<file path="config.mk">
export PLATFORM = sky130hd
export DESIGN_NAME = seq_detect_ctrl
export DESIGN_NICKNAME = d
export VERILOG_FILES = /design/src/rtl/seq_detect_ctrl.sv
export SDC_FILE = /design/constraint.sdc
export NUM_CORES = 1
export LEC_CHECK = 0
export ABC_AREA = 1
export CAP_MARGIN = 5
export CORE_MARGIN = 3
export CORE_UTILIZATION = 55
export CTS_CLUSTER_SIZE = 25
export DETAILED_ROUTE_END_ITERATION = 8
export PLACE_DENSITY = 0.85
export SETUP_SLACK_MARGIN = 0.02
export SYNTH_ARGS = -nofsm -noshare
export SYNTH_HDL_FRONTEND = slang
export SYNTH_SLANG_ARGS = --single-unit
</file>
<file path="constraint.sdc">
create_clock -name clk -period 3.7 [get_ports clk]
set_clock_uncertainty 0.1 [all_clocks]
set_input_delay 0.74 -clock clk [delete_from_list [all_inputs] [get_ports clk]]
set_output_delay 0.74 -clock clk [all_outputs]
set_load 0.02 [all_outputs]
</file>
<file path="src/rtl/seq_detect_ctrl.sv">
// Serial pattern detector with a configurable match threshold and IDLE/RUN/DONE control FSM.
// Optional build macro SEQ_OVERLAP_EN: keep the history on a match so overlapping matches count.
module seq_detect_ctrl #(
  parameter int PAT_W = 5,
  parameter int CNT_W = 8
) (
  input  logic             clk,
  input  logic             reset,
  input  logic             cfg_valid,
  output logic             cfg_ready,
  input  logic [PAT_W-1:0] cfg_pattern,
  input  logic [CNT_W-1:0] cfg_thresh,
  input  logic             start,
  input  logic             stop,
  input  logic             in_valid,
  input  logic             in_data,
  output logic             sq_detected,
  output logic [CNT_W-1:0] match_cnt,
  output logic             irq,
  output logic [1:0]       state
);

  typedef enum logic [1:0] {
    IDLE = 2'd0,
    RUN  = 2'd1,
    DONE = 2'd2
  } state_t;

  localparam int FILL_W = $clog2(PAT_W + 1);
  localparam logic [FILL_W-1:0] FILL_FULL = FILL_W'(PAT_W);
  localparam logic [CNT_W-1:0]  CNT_MAX   = '1;

  state_t             st_q, st_d;
  logic [PAT_W-1:0]   pattern_q, pattern_d;
  logic [CNT_W-1:0]   thresh_q, thresh_d;
  logic               loaded_q, loaded_d;
  logic [PAT_W-1:0]   hist_q, hist_d;
  logic [FILL_W-1:0]  fill_q, fill_d;
  logic [CNT_W-1:0]   cnt_q, cnt_d;
  logic               sq_q, sq_d;

  logic [PAT_W-1:0]   hist_shift;
  logic [FILL_W-1:0]  fill_inc;
  logic [CNT_W-1:0]   cnt_inc;

  assign hist_shift = {hist_q[PAT_W-2:0], in_data};
  assign fill_inc   = (fill_q == FILL_FULL) ? fill_q : fill_q + 1'b1;
  assign cnt_inc    = cnt_q + 1'b1;

  always_ff @(posedge clk or negedge reset) begin
    if (!reset) begin
      st_q      <= IDLE;
      pattern_q <= '0;
      thresh_q  <= '0;
      loaded_q  <= 1'b0;
      hist_q    <= '0;
      fill_q    <= '0;
      cnt_q     <= '0;
      sq_q      <= 1'b0;
    end else begin
      st_q      <= st_d;
      pattern_q <= pattern_d;
      thresh_q  <= thresh_d;
      loaded_q  <= loaded_d;
      hist_q    <= hist_d;
      fill_q    <= fill_d;
      cnt_q     <= cnt_d;
      sq_q      <= sq_d;
    end
  end

  // Config handshake: a transfer happens on any edge where cfg_valid and cfg_ready are both high;
  // cfg_ready is high exactly while the FSM sits in IDLE.
  always_comb begin
    st_d      = st_q;
    pattern_d = pattern_q;
    thresh_d  = thresh_q;
    loaded_d  = loaded_q;
    hist_d    = hist_q;
    fill_d    = fill_q;
    cnt_d     = cnt_q;
    sq_d      = 1'b0;
    case (st_q)
      IDLE: begin
        if (cfg_valid) begin
          pattern_d = cfg_pattern;
          thresh_d  = cfg_thresh;
          loaded_d  = 1'b1;
        end
        // The registered flag is used, so a start alongside the first config is ignored.
        if (!stop && start && loaded_q) begin
          st_d   = RUN;
          cnt_d  = '0;
          hist_d = '0;
          fill_d = '0;
        end
      end
      RUN: begin
        if (stop) begin
          st_d = IDLE;
        end else if (in_valid) begin
          hist_d = hist_shift;
          fill_d = fill_inc;
          if (fill_inc == FILL_FULL && hist_shift == pattern_q) begin
            sq_d = 1'b1;
`ifdef SEQ_OVERLAP_EN
            fill_d = fill_inc;
`else
            fill_d = '0;
`endif
            if (cnt_q != CNT_MAX) begin
              cnt_d = cnt_inc;
              if (thresh_q != '0 && cnt_inc == thresh_q) st_d = DONE;
            end
          end
        end
      end
      DONE: begin
        if (stop) begin
          st_d = IDLE;
        end else if (start) begin
          st_d   = RUN;
          cnt_d  = '0;
          hist_d = '0;
          fill_d = '0;
        end
      end
      default: st_d = IDLE;
    endcase
  end

  assign state       = st_q;
  assign cfg_ready   = (st_q == IDLE);
  assign irq         = (st_q == DONE);
  assign sq_detected = sq_q;
  assign match_cnt   = cnt_q;

endmodule

</file>
==> metrics.txt <==
# TYPE chip_impl_metric gauge
chip_impl_metric{name="drv_slew",unit=""} 0
chip_impl_metric{name="cts.repair_timing.setup_buffer_count",unit=""} 0
chip_impl_metric{name="netlist.area_leader.share",unit=""} 0.416
chip_impl_metric{name="drtPass1Iterations",unit=""} 4
chip_impl_metric{name="synth.lib_cells_used.distinct",unit=""} 28
chip_impl_metric{name="cts.htree.levels",unit=""} 2
chip_impl_metric{name="synth_edf_count",unit=""} 0
chip_impl_metric{name="nets",unit=""} 311
chip_impl_metric{name="maxCapViolCount",unit=""} 0
chip_impl_metric{name="drcViolationCount",unit=""} 0
chip_impl_metric{name="viasPerCell",unit=""} 5.26
chip_impl_metric{name="number_of_vias_after_detailed_routing",unit=""} 1750
chip_impl_info{name="synth_most_common_cell",value="sky130_fd_sc_hd__nand2_1"} 1
chip_impl_metric{name="synth-async-reset-ratio",unit=""} 1.00
chip_impl_metric{name="yosys_warnings",unit=""} 0
chip_impl_info{name="synth_top_cells_by_count",value="70 x sky130_fd_sc_hd__nand2_1, 32 x sky130_fd_sc_hd__dfrtp_1, 31 x sky130_fd_sc_hd__inv_1"} 1
chip_impl_metric{name="critical_path.max_stage_delay",unit="ns"} 0.62
chip_impl_metric{name="part_of_the_yosys_area_used_for_sequential_elements",unit=""} 0.416
chip_impl_metric{name="die_width",unit="µm"} 65.1
chip_impl_info{name="worstPathCellList",value="inv_1 > nor2_1 > clkdlybuf4s50_1"} 1
chip_impl_info{name="postSynth.topFlopCell",value="sky130_fd_sc_hd__dfrtp_1"} 1
chip_impl_metric{name="cts.sink_count",unit=""} 32
chip_impl_metric{name="clk_pin_slew",unit="ns"} 0.10
chip_impl_metric{name="critical_path_arrival",unit="ns"} 1.61
chip_impl_metric{name="clk_path_buf_depth",unit=""} 2
chip_impl_info{name="synth_top_cell_by_area",value="sky130_fd_sc_hd__dfrtp_1"} 1
chip_impl_info{name="path_delay_family",value="buffers and inverters"} 1
chip_impl_metric{name="timing.final.hold_violations",unit=""} 0
chip_impl_metric{name="clock_buffers_created_by_tritoncts",unit=""} 5
chip_impl_metric{name="setup_tns",unit="ns"} 0
chip_impl_metric{name="p_leak",unit="nW"} 1.11
chip_impl_metric{name="layout-area-overhead-vs-synth",unit="%"} 22.3
chip_impl_metric{name="worst-path-buf-inv",unit=""} 2
chip_impl_metric{name="std_cell_rows",unit=""} 20
chip_impl_metric{name="power.total",unit="W"} 0.00157
chip_impl_metric{name="ant_nets",unit=""} 0
chip_impl_info{name="yosys-top-cells-area",value="sky130_fd_sc_hd__dfrtp_1 42%, sky130_fd_sc_hd__nand2_1 14%, sky130_fd_sc_hd__inv_1 6.1%, sky130_fd_sc_hd__nor2_1 5.9%, sky130_fd_sc_hd__nand3_1 5.7%"} 1
chip_impl_metric{name="floorplan.initialDensity",unit=""} 0.600
chip_impl_metric{name="top_level_ports",unit=""} 33
chip_impl_metric{name="placedInstanceArea",unit="µm²"} 2270
chip_impl_metric{name="slew-limit-headroom",unit=""} 0.309
chip_impl_metric{name="utilization_of_the_core_after_routing",unit=""} 0.734
chip_impl_metric{name="ys_seq_elements",unit=""} 32
chip_impl_metric{name="post_cts.resized_instances",unit=""} 0
chip_impl_metric{name="grt_antenna_before_repair",unit=""} 0
chip_impl_metric{name="setup_violations",unit=""} 0
chip_impl_metric{name="powerDensity",unit="nW/µm²"} 667
chip_impl_info{name="timing.hold.worst.class",value="reg2reg"} 1
chip_impl_metric{name="route.detailed.wl_per_inst",unit="µm"} 12.0
chip_impl_metric{name="die_area",unit="µm²"} 4240
chip_impl_metric{name="synth.avg_cell_area",unit="µm²"} 7.63
chip_impl_info{name="critPathLaunchType",value="register"} 1
chip_impl_metric{name="final_area",unit="µm²"} 2350
chip_impl_metric{name="timing.final.crit_period",unit="ns"} 2.45
chip_impl_metric{name="worst_ir_drop_vdd",unit="V"} 0.000409
chip_impl_info{name="cts_tree",value="built"} 1
chip_impl_metric{name="dpl.hpwl",unit="mm"} 2.94
chip_impl_metric{name="antenna-diode-count",unit=""} 0
chip_impl_info{name="timing.setup.critical_path_class",value="reg2out"} 1
chip_impl_metric{name="max_freq",unit="MHz"} 408
chip_impl_metric{name="min_period_over_period",unit=""} 0.663
chip_impl_metric{name="critical_path_peak_fanout",unit=""} 5
chip_impl_metric{name="grt_start_max_net_pins",unit=""} 33
chip_impl_metric{name="mapped_nets",unit=""} 275
chip_impl_metric{name="routabilityCongestion",unit=""} 0.806
chip_impl_metric{name="worst_tran_pin_value",unit="ns"} 1.03
chip_impl_metric{name="cp_data_required_time",unit="ns"} 2.86
chip_impl_metric{name="die_height",unit="µm"} 65.1
chip_impl_info{name="outcome",value="finished clean"} 1
chip_impl_metric{name="drive_above_1_share",unit=""} 0.135
chip_impl_metric{name="core_area",unit="µm²"} 3200
chip_impl_info{name="rsz0062_at_grt",value="no"} 1
chip_impl_metric{name="post_cts_hold_buffer_count",unit=""} 0
chip_impl_metric{name="globalRouteOverflowTotal",unit=""} 0
chip_impl_metric{name="port_buffers",unit=""} 32
chip_impl_info{name="worstSetupEndpointType",value="output pin"} 1
chip_impl_metric{name="global_route_wire_length_before_repair",unit="mm"} 7.10
chip_impl_metric{name="wl",unit="mm"} 4.00
chip_impl_metric{name="number_of_global_route_vias_before_repair",unit=""} 1521
chip_impl_metric{name="netlist_area",unit="µm²"} 1920
chip_impl_info{name="clock_tree.root_cell",value="sky130_fd_sc_hd__clkbuf_4"} 1
chip_impl_info{name="worst_path_max_delay_cell",value="sky130_fd_sc_hd__clkdlybuf4s50_1"} 1
chip_impl_metric{name="drt_first_iter_violations",unit=""} 141
chip_impl_metric{name="clk_latency",unit="ns"} 0.35
chip_impl_metric{name="synthesis.instances",unit=""} 252
chip_impl_metric{name="grt_util_all_layers",unit=""} 0.216
-- state kept, by name (all words and copies together), names as in the netlist --
signal / cells
fill_q: 3
hist_q: 4
loaded_q: 1
match_cnt: 8
pattern_q: 5
sq_detected: 1
state: 2
thresh_q: 8
-- placed cells by master, fill, tap and decap left out, drive strengths merged --
cell type / instances
xor2: 2
bufinv: 1
buf: 1
nor2: 35
nand3: 23
clkdlybuf4s50: 32
nor3: 1
nand3b: 1
xnor3: 1
clkinv: 1
inv: 33
clkinvlp: 1
xnor2: 2
nand2: 78
mux2: 5
a211o: 1
o21bai: 1
clkbuf: 5
a31oi: 1
ha: 3
a21oi: 9
o21ai: 18
dfrtp: 32
o31ai: 2
-- layer usage --
layer / vias to the layer above / GRT usage / part of all wire
met1: 809 / 0.302 / 0.46
met3: 9 / 0.0496 / 0.059
li1: 873 / - / -
met2: 59 / 0.331 / 0.46
met4: 0 / 0.0777 / 0.016
met5: - / 0 / 0
-- layout make-up --
type | count | area, µm²
clock buffers | 5 | 37.5
clock inverters | 3 | 42.5
fillers | 273 | 851
inverters | 33 | 124
multi-input cells | 183 | 965
flip-flops and latches | 32 | 801
well taps | 44 | 55.1
repair buffers | 33 | 328
-- metrics by stage --
step,hold slack (ns),setup WS [ns],instances
after floorplan,0.323,1.85,252
after global placement,0.344,1.21,325
after detailed placement,0.354,1.16,325
after CTS,0.377,1.23,333
after global routing,0.457,1.10,333
final,0.370,1.25,333
-- path summary, 6_finish.rpt --
| path | start | end | slack [ns] | depth (start not counted) |
|---|---|---|---|---|
| max in group asynchronous | reset | match_cnt[3]$_DFFE_PN0P_ | 2.52 | 2 |
| hold / removal | loaded_q$_DFFE_PN0P_ | loaded_q$_DFFE_PN0P_ | 0.37 | 2 |
| setup reg to reg | state[0]$_DFFE_PN0P_ | state[1]$_DFFE_PN0P_ | 1.61 | 6 |
| setup / recovery | state[1]$_DFFE_PN0P_ | irq | 1.25 | 3 |
| min in group asynchronous | reset | thresh_q[4]$_DFFE_PN0P_ | 0.67 | 2 |
| hold reg to reg | loaded_q$_DFFE_PN0P_ | loaded_q$_DFFE_PN0P_ | 0.37 | 2 |
-- tightest hold or removal path, delay by kind of cell, from the launching register on --
kind / cells / cell delay, ns
flops: 1 / 0.34
buf+inv: 1 / 0.05
simple gates: 1 / 0.05
-- power by group --
group | switching [W] | internal, W | total (W)
registers | 0.000115 | 0.000470 | 0.000585
clock network | 0.000130 | 0.000141 | 0.000270
logic | 0.000430 | 0.000282 | 0.000712
-- kinds of logic after synthesis --
group / after synthesis / share of synthesized area
adders and majority gates: 3 / 0.0195
muxes: 5 / 0.0293
xor gates and xnor gates: 5 / 0.0299
DFF: 32 / 0.416
buffers and inverters: 37 / 0.0820
and+or+nand+nor: 138 / 0.316
AOI/OAI and AO/OA: 32 / 0.107
No activity file was read; power rests on OpenSTA's default activity.
